File: src/rtl/alu_pkg.sv
// Shared definitions for the round-robin ALU scheduler: opcodes, FSM states
// and the opcode legality helper.
package alu_pkg;

  localparam int ALU_OP_W = 3;

  localparam logic [ALU_OP_W-1:0] OP_ADD = 3'd0;
  localparam logic [ALU_OP_W-1:0] OP_SUB = 3'd1;
  localparam logic [ALU_OP_W-1:0] OP_MUL = 3'd2;
  localparam logic [ALU_OP_W-1:0] OP_AND = 3'd3;
  localparam logic [ALU_OP_W-1:0] OP_OR  = 3'd4;

  typedef enum logic [1:0] {
    IDLE = 2'd0,
    EXEC = 2'd1,
    RESP = 2'd2
  } state_t;

  function automatic logic op_is_valid(input logic [ALU_OP_W-1:0] op);
    return (op <= OP_OR);
  endfunction

endpackage

File: src/rtl/alu_rr_scheduler_alu.sv
// Shared combinational ALU. Unknown opcodes produce zero; the scheduler
// masks the result for those anyway.
module alu_rr_scheduler_alu
  import alu_pkg::*;
#(
  parameter int DW = 32
) (
  input  logic [DW-1:0]       i_data0,
  input  logic [DW-1:0]       i_data1,
  input  logic [ALU_OP_W-1:0] i_alu_ctrl,
  output logic [DW-1:0]       o_data,
  output logic                o_zero
);

  always_comb begin
    o_data = '0;
    case (i_alu_ctrl)
      OP_ADD:  o_data = i_data0 + i_data1;
      OP_SUB:  o_data = i_data0 - i_data1;
      OP_MUL:  o_data = i_data0 * i_data1;
      OP_AND:  o_data = i_data0 & i_data1;
      OP_OR:   o_data = i_data0 | i_data1;
      default: o_data = '0;
    endcase
  end

  assign o_zero = (o_data == '0);

endmodule

File: src/rtl/alu_rr_scheduler.sv
// Round-robin sharing of one ALU between two requesters: accept one op,
// execute for a fixed window (longer for MUL), then hold the response.
module alu_rr_scheduler
  import alu_pkg::*;
#(
  parameter int MUL_LAT = 4,
  parameter int DW      = 32
) (
  input  logic                clk_i,
  input  logic                rst_n_i,
  input  logic                req0_valid_i,
  output logic                req0_ready_o,
  input  logic [ALU_OP_W-1:0] req0_op_i,
  input  logic [DW-1:0]       req0_a_i,
  input  logic [DW-1:0]       req0_b_i,
  input  logic                req1_valid_i,
  output logic                req1_ready_o,
  input  logic [ALU_OP_W-1:0] req1_op_i,
  input  logic [DW-1:0]       req1_a_i,
  input  logic [DW-1:0]       req1_b_i,
  output logic                rsp_valid_o,
  input  logic                rsp_ready_i,
  output logic                rsp_id_o,
  output logic [DW-1:0]       rsp_data_o,
  output logic                rsp_zero_o,
  output logic                rsp_err_o,
  output logic                busy_o
);

  localparam logic [3:0] CNT_MUL = 4'(MUL_LAT - 1);

  state_t              r_state;
  logic                r_rr;
  logic [3:0]          r_cnt;
  logic [ALU_OP_W-1:0] r_op;
  logic [DW-1:0]       r_a;
  logic [DW-1:0]       r_b;
  logic                r_id;
  logic                r_rsp_valid;
  logic                r_rsp_id;
  logic [DW-1:0]       r_rsp_data;
  logic                r_rsp_zero;
  logic                r_rsp_err;

  logic                w_accept;
  logic                w_gnt_id;
  logic [ALU_OP_W-1:0] w_sel_op;
  logic [DW-1:0]       w_sel_a;
  logic [DW-1:0]       w_sel_b;
  logic [DW-1:0]       w_alu_data;
  logic                w_alu_zero;
  logic                w_op_ok;

  // r_rr remembers who was served last; on a tie the other side wins.
  assign w_gnt_id = (req0_valid_i && req1_valid_i) ? ~r_rr : req1_valid_i;
  assign w_accept = (r_state == IDLE) && (req0_valid_i || req1_valid_i);

  assign req0_ready_o = w_accept && !w_gnt_id;
  assign req1_ready_o = w_accept &&  w_gnt_id;

  assign w_sel_op = w_gnt_id ? req1_op_i : req0_op_i;
  assign w_sel_a  = w_gnt_id ? req1_a_i  : req0_a_i;
  assign w_sel_b  = w_gnt_id ? req1_b_i  : req0_b_i;

  alu_rr_scheduler_alu #(.DW(DW)) u_alu (
    .i_data0    (r_a),
    .i_data1    (r_b),
    .i_alu_ctrl (r_op),
    .o_data     (w_alu_data),
    .o_zero     (w_alu_zero)
  );

  assign w_op_ok = op_is_valid(r_op);

  always_ff @(posedge clk_i or negedge rst_n_i) begin
    if (!rst_n_i) begin
      r_state     <= IDLE;
      r_rr        <= 1'b1;
      r_cnt       <= '0;
      r_op        <= '0;
      r_a         <= '0;
      r_b         <= '0;
      r_id        <= 1'b0;
      r_rsp_valid <= 1'b0;
      r_rsp_id    <= 1'b0;
      r_rsp_data  <= '0;
      r_rsp_zero  <= 1'b0;
      r_rsp_err   <= 1'b0;
    end else begin
      case (r_state)
        IDLE: begin
          if (w_accept) begin
            r_op    <= w_sel_op;
            r_a     <= w_sel_a;
            r_b     <= w_sel_b;
            r_id    <= w_gnt_id;
            r_rr    <= w_gnt_id;
            r_cnt   <= (w_sel_op == OP_MUL) ? CNT_MUL : 4'd0;
            r_state <= EXEC;
          end
        end
        EXEC: begin
          if (r_cnt != 4'd0) begin
            r_cnt <= r_cnt - 4'd1;
          end else begin
            r_rsp_valid <= 1'b1;
            r_rsp_id    <= r_id;
            r_rsp_err   <= !w_op_ok;
            r_rsp_data  <= w_op_ok ? w_alu_data : '0;
            r_rsp_zero  <= w_op_ok && w_alu_zero;
            r_state     <= RESP;
          end
        end
        RESP: begin
          if (rsp_ready_i) begin
            r_rsp_valid <= 1'b0;
            r_state     <= IDLE;
          end
        end
        default: r_state <= IDLE;
      endcase
    end
  end

  assign rsp_valid_o = r_rsp_valid;
  assign rsp_id_o    = r_rsp_id;
  assign rsp_data_o  = r_rsp_data;
  assign rsp_zero_o  = r_rsp_zero;
  assign rsp_err_o   = r_rsp_err;
  assign busy_o      = (r_state != IDLE);

endmodule
File: config.mk
export PLATFORM = sky130hd
export DESIGN_NAME = alu_rr_scheduler
export DESIGN_NICKNAME = d
export VERILOG_FILES = /design/src/rtl/alu_pkg.sv /design/src/rtl/alu_rr_scheduler_alu.sv /design/src/rtl/alu_rr_scheduler.sv
export SDC_FILE = /design/constraint.sdc
export NUM_CORES = 2
export LEC_CHECK = 0
export ABC_AREA = 0
export CAP_MARGIN = 20
export CORE_MARGIN = 5
export CORE_UTILIZATION = 50
export DETAILED_ROUTE_END_ITERATION = 10
export GPL_ROUTABILITY_DRIVEN = 1
export PLACE_DENSITY = 0.73
export SLEW_MARGIN = 0
export SYNTH_ARGS = -nofsm -noshare
export SYNTH_HDL_FRONTEND = slang
export SYNTH_SLANG_ARGS = --single-unit
File: constraint.sdc
create_clock -name clk_i -period 8 [get_ports clk_i]
set_input_delay 2.4 -clock clk_i [delete_from_list [all_inputs] [get_ports clk_i]]
set_output_delay 2.4 -clock clk_i [all_outputs]
set_load 0.05 [all_outputs]
Yosys cells after proc, flatten, opt, wreduce, memory -nomap -nowiden
Cells that the tools add are included.
{"block": "word_totals", "register_bits": 111, "input_bits": 139, "out_inout_bits": 39, "elab_cells": 69}
{"block": "op_classes", "n_addsub": 3, "multipliers": 1, "order_cmp": 1, "eq_ne": 11, "n_mux": 17, "n_bitwise": 4, "n_reduce_logical": 20}
{"op": "$pmux 32 s5", "count": 1}
{"op": "$mux 32", "count": 3}
{"op": "$add 32x32->32", "count": 1}
{"op": "$and 32x32->32", "count": 1}
{"op": "$logic_not 32->1", "count": 1}
{"op": "$mul 32x32->32", "count": 1}
{"op": "$or 32x32->32", "count": 1}
{"op": "$sub 32x32->32", "count": 1}
{"op": "$eq 3x2->1 const B", "count": 3}
{"op": "$reduce_and 3->1", "count": 3}
{"op": "$mux 2", "count": 4}
{"op": "$mux 4", "count": 2}
{"op": "$ne 2x2->1 const B", "count": 4}
{"op": "$pmux 4 s2", "count": 1}
{"op": "$pmux 2 s3", "count": 1}
{"op": "$reduce_bool 2->1", "count": 3}
{"op": "$logic_and 1x1->1", "count": 5}
{"op": "$reduce_and 2->1", "count": 2}
{"op": "$reduce_bool 4->1", "count": 1}
{"op": "$sub 4x1->4 const B", "count": 1}
{"op": "$eq 3x1->1 const B", "count": 1}
{"op": "$eq 3x3->1 const B", "count": 1}
{"op": "$le 3x3->1 const B", "count": 1}
{"op": "$logic_not 3->1", "count": 1}
{"op": "9 further kinds", "count": 13}

Logic depth before layout (Yosys ltp)
{"block": "logic_depth", "ltp_word": 7, "ltp_mapped": 30, "mapped_depth_nobuf": 27}

Hierarchy
Synthesis repeated with hierarchy kept, for this count alone.
{"block": "unflattened", "hier_cells": 2698, "area_unflattened_um2": 24353.4}
{"mod": "alu_rr_scheduler_alu", "n_inst": 1, "cells_per_inst": 2340, "area_per_inst_um2": 19712.7}
{"mod": "alu_rr_scheduler", "n_inst": 1, "cells_per_inst": 358, "area_per_inst_um2": 4640.7}

Worst setup path after synthesis
No wires, ideal clock.
{"block": "synth_timing", "path_type": "register to register", "start": "reg r_b[6]", "end": "reg r_rsp_zero (netlist: rsp_zero_o)", "setup_time_ps": 92, "arrival_ps": 7460, "required_time_ps": 7908, "path_slack_ps": 448, "stages_incl_launch_ff": 26, "n_path_buf": 2, "synth_period_minus_slack_ps": 7552, "path_cell_list": "dfrtp_1 clkbuf_1 clkbuf_1 and2_1 fa_1 fa_1 fa_1 inv_1 fa_1 inv_1 fa_1 fa_1 fa_1 fa_1 ha_1 a21o_1 a21o_1 a2111oi_0 nor3_1 a2111oi_0 nor2_1 xnor2_1 o21ai_0 nor4_2 nand4_1 o31ai_2"}
{"block": "synth_between", "elab_chain_len": 4}
{"element": "start: declaration", "line_no": "alu_rr_scheduler.sv:37", "source": "logic [DW-1:0] r_b;"}
{"element": "start signal: assignment", "line_no": "alu_rr_scheduler.sv:95", "source": "r_b <= w_sel_b;"}
{"element": "$mul 32x32->32, or another cell as far along", "line_no": "alu_rr_scheduler_alu.sv:20", "source": "OP_MUL: o_data = i_data0 * i_data1;"}
{"element": "$pmux 32 s5 *", "line_no": "alu_rr_scheduler_alu.sv:17", "source": "case (i_alu_ctrl)"}
{"element": "$logic_not 32->1 *", "line_no": "alu_rr_scheduler_alu.sv:27", "source": "assign o_zero = (o_data == '0);"}
{"element": "$logic_and 1x1->1 *", "line_no": "alu_rr_scheduler.sv:110", "source": "r_rsp_zero <= w_op_ok && w_alu_zero;"}
{"element": "end signal: assignment", "line_no": "alu_rr_scheduler.sv:110"}
{"element": "end: declaration", "line_no": "alu_rr_scheduler.sv:42", "source": "logic r_rsp_zero;"}
Mark *: on every way between the ends. The rest lies on a longest branch, timed or not.
A chain may end at the register's enable or synchronous reset.

Worst setup path after layout
{"block": "layout_timing", "start": "reg r_a[16]", "end": "reg r_rsp_zero (netlist: rsp_zero_o)"}
{"block": "layout_between", "elab_chain_len": 4}
{"element": "start: declaration", "line_no": "alu_rr_scheduler.sv:36", "source": "logic [DW-1:0] r_a;"}
{"element": "start signal: assignment", "line_no": "alu_rr_scheduler.sv:94", "source": "r_a <= w_sel_a;"}
{"element": "$mul 32x32->32, or another cell as far along", "line_no": "alu_rr_scheduler_alu.sv:20"}
{"element": "$pmux 32 s5 *", "line_no": "alu_rr_scheduler_alu.sv:17"}
{"element": "$logic_not 32->1 *", "line_no": "alu_rr_scheduler_alu.sv:27"}
{"element": "$logic_and 1x1->1 *", "line_no": "alu_rr_scheduler.sv:110"}
Marks and branches as above.

==> results.json <==
{
  "tns_ns": 0,
  "grt_usage_pct": 31.3,
  "synth_top_area_share_pct": 34.1,
  "cp.arrival_ns": 8.09,
  "synthTopCellsByArea": "fa_1 34%, dfrtp_1 11%, ha_1 8.3%, and2_1 8.0%, inv_1 7.3%",
  "start_util_pct": 50.4,
  "timing.rr.end": "rsp_zero_o$_DFFE_PN0P_",
  "critical_path_class": "reg -> reg",
  "ys.warnings.count": 0,
  "rows": 80,
  "synthFlopType": "dfrtp_1",
  "top_layer": "met5",
  "wl_per_cell_um": 23.3,
  "grt_pass1_wl_mm": 127,
  "fin_nets": 3579,
  "final_hold_viol_count": 0,
  "hold_class": "reg -> reg",
  "syn-num-nets": 3427,
  "cp_common_cell": "fa_1",
  "min_period_over_period_pct": 97.1,
  "yosysMostFrequentCell": "inv_1",
  "die_h_um": 229,
  "max_freq_mhz": 129,
  "overflow": 0,
  "syn2layout_area_growth_pct": 14.0,
  "cts_sinks": 111,
  "worstMarginPinSlew_ns": 1.13,
  "dp.cells": 3475,
  "fill_cells": 4234,
  "clk_pin_slew_worst_paths_ns": 0.09,
  "die_w_um": 229,
  "cts_tree": "yes",
  "synth_seq_cells": 111,
  "crit_path_start_kind": "flip-flop",
  "gp_congestion": 0.982,
  "dr.pass1.iters": 7,
  "postSynthCellCount": 2720,
  "synth.cell_area_um2": 24000,
  "htreeDepth": 3,
  "avgViaCountPerCell": 5.93,
  "clock_path_buffers": 2,
  "worstSkewPairLatency_ns": 0.41,
  "clock_skew_ns": 0.0251,
  "core_um2": 47500,
  "wl_met3_mm": 7.60,
  "finalWirelength_mm": 81.3,
  "end_kind": "flip-flop",
  "grt_pass1_vias": 21888,
  "ant_nets": 0,
  "slew_viol_final": 0,
  "die-area_um2": 52400,
  "reg2reg_depth": 27,
  "post-route-util_pct": 57.5,
  "grt_max_degree": 74,
  "required_ns": 8.32,
  "path_max_fanout": 10,
  "synth_cell_types": 86,
  "period_needed_ns": 7.77,
  "antenna-diode-count": 0,
  "yosysTopAreaCell": "fa_1",
  "fin_cells": 3492,
  "async_reset_ff_share_pct": 100,
  "num_vias": 20716,
  "cts_made_buffers": 9,
  "r2r-start": "r_a[16]$_DFFE_PN0P_",
  "hp-start": "r_id$_DFFE_PN0P_",
  "drt_iter0_drc": 2179,
  "relSlewSlack_pct": 24.4,
  "outcome": "complete, no violations",
  "antenna_found_initial": 3,
  "yosysSeqAreaShare_pct": 11.6,
  "pin_count": 178,
  "drive_gt1_share_pct": 7.58,
  "cp-endpoint": "rsp_zero_o$_DFFE_PN0P_",
  "max_stage_delay_ns": 0.56,
  "root_buffer": "clkbuf_16",
  "hpwl_mm": 65.9,
  "avgSynthCellArea_um2": 8.82,
  "crit_start": "r_a[16]$_DFFE_PN0P_",
  "synth_edf_count": 0,
  "met2WireLength_mm": 37.4,
  "port_buffers": 177,
  "slowest_stage": "fa_1",
  "ys_top_cells_by_count": "464 x inv_1, 409 x fa_1, 307 x nand2_1, 306 x and2_1, 168 x clkbuf_1",
  "drc_errors": 0,
  "timing.max_cap.violations": 0,
  "r2r_slack_ns": 0.23,
  "setup_viol": 0,
  "met1_length_mm": 32.4
}
## final cells by class
cell class              count  area [um2]  area share [%]
multi-input cells        1965       18900            69.0
repair buffers            321        2890            10.6
flip-flops and latches    111        2800            10.2
inverters                 464        1740            6.37
well taps                 615         769            2.81
clock buffers              10         229           0.838
clock inverters             6        62.6           0.229
## cell families (layout without fill, tap and decap cells)
logic type | Yosys count | after routing | synth area share [%]
and+or+nand+nor | 837 | 837 | 17.7
buffers and inverters | 644 | 801 | 10.1
adders and majority gates | 568 | 568 | 42.4
AOI/OAI and AO/OA | 402 | 402 | 12.2
xor gates and xnor gates | 129 | 129 | 4.71
DFF | 111 | 111 | 11.6
muxes | 29 | 29 | 1.28
## worst max-delay path: cells and delay by family (launching register included)
kind,cells,cell delay [ns]
compound gates,4,0.88
fa+ha+maj,9,4.27
buf+inv,7,0.61
flops,1,0.55
mux,1,0.27
simple gates,6,1.08
## registers in the layout, summed over array words and instances (netlist names)
name / cells
rsp_valid_o: 1
r_op: 3
r_cnt: 4
rsp_data_o: 32
rsp_err_o: 1
r_a: 32
r_b: 32
rsp_zero_o: 1
r_state: 2
r_rr: 1
rsp_id_o: 1
r_id: 1
## how the worst min path moves through the flow
| stage | cells after the start | to | slack (ns) |
|---|---|---|---|
| finish | 1 | r_id$_DFFE_PN0P_ | 0.48 |
| global route | 1 | r_id$_DFFE_PN0P_ | 0.51 |
| CTS | 2 | rsp_data_o[23]$_DFFE_PN0P_ | 0.50 |
| detailed placement | 2 | rsp_data_o[23]$_DFFE_PN0P_ | 0.48 |
| global placement | 1 | r_id$_DFFE_PN0P_ | 0.46 |
| floorplan | 1 | r_id$_DFFE_PN0P_ | 0.45 |
## metrics by stage
stage | instance area [um2] | hold WS (ns) | setup slack [ns]
floorplan | 24000 | 0.446 | 0.448
global placement | 27000 | 0.462 | 0.158
detailed placement | 27000 | 0.478 | 0.126
CTS | 27300 | 0.496 | 0.0964
global route | 27300 | 0.511 | -0.00469
finish | 27300 | 0.484 | 0.230
## layer usage
layer | vias up | track usage, %
met2 | 1111 | 49.9
met4 | 2 | 12.8
met1 | 10447 | 42.1
li1 | 8958 | -
met3 | 198 | 6.11
met5 | - | 0
## timing repair
action | 4_1_cts | 5_1_grt
setup buffers | 0 | 1
hold endpoints to repair | 0 | 0
hold buffers | 0 | 0
gates resized for setup | 0 | 22
endpoints found under the setup margin | 0 | 4
## placed cells by master, fill, tap and decap left out, types with 10 or more instances in the layout
cell type	n
a21o_1	34
o31ai_1	11
dfrtp_1	99
nand3_1	19
nor4_1	10
mux2i_1	15
buf_4	142
mux2_2	14
inv_1	464
nor3_1	21
xnor2_1	86
xor2_1	42
a21oi_1	74
o21a_1	15
o21ai_0	84
and2_1	305
o211ai_1	11
ha_1	159
clkdlybuf4s50_1	176
nand2b_1	11
a222oi_1	66
dfrtp_2	10
nand2_1	307
nor2_1	91
fa_1	409
nand4_1	14
Power is left out: the tool's default activity adds up to more than one toggle a clock period on the data nets, which glitch-free logic cannot reach.
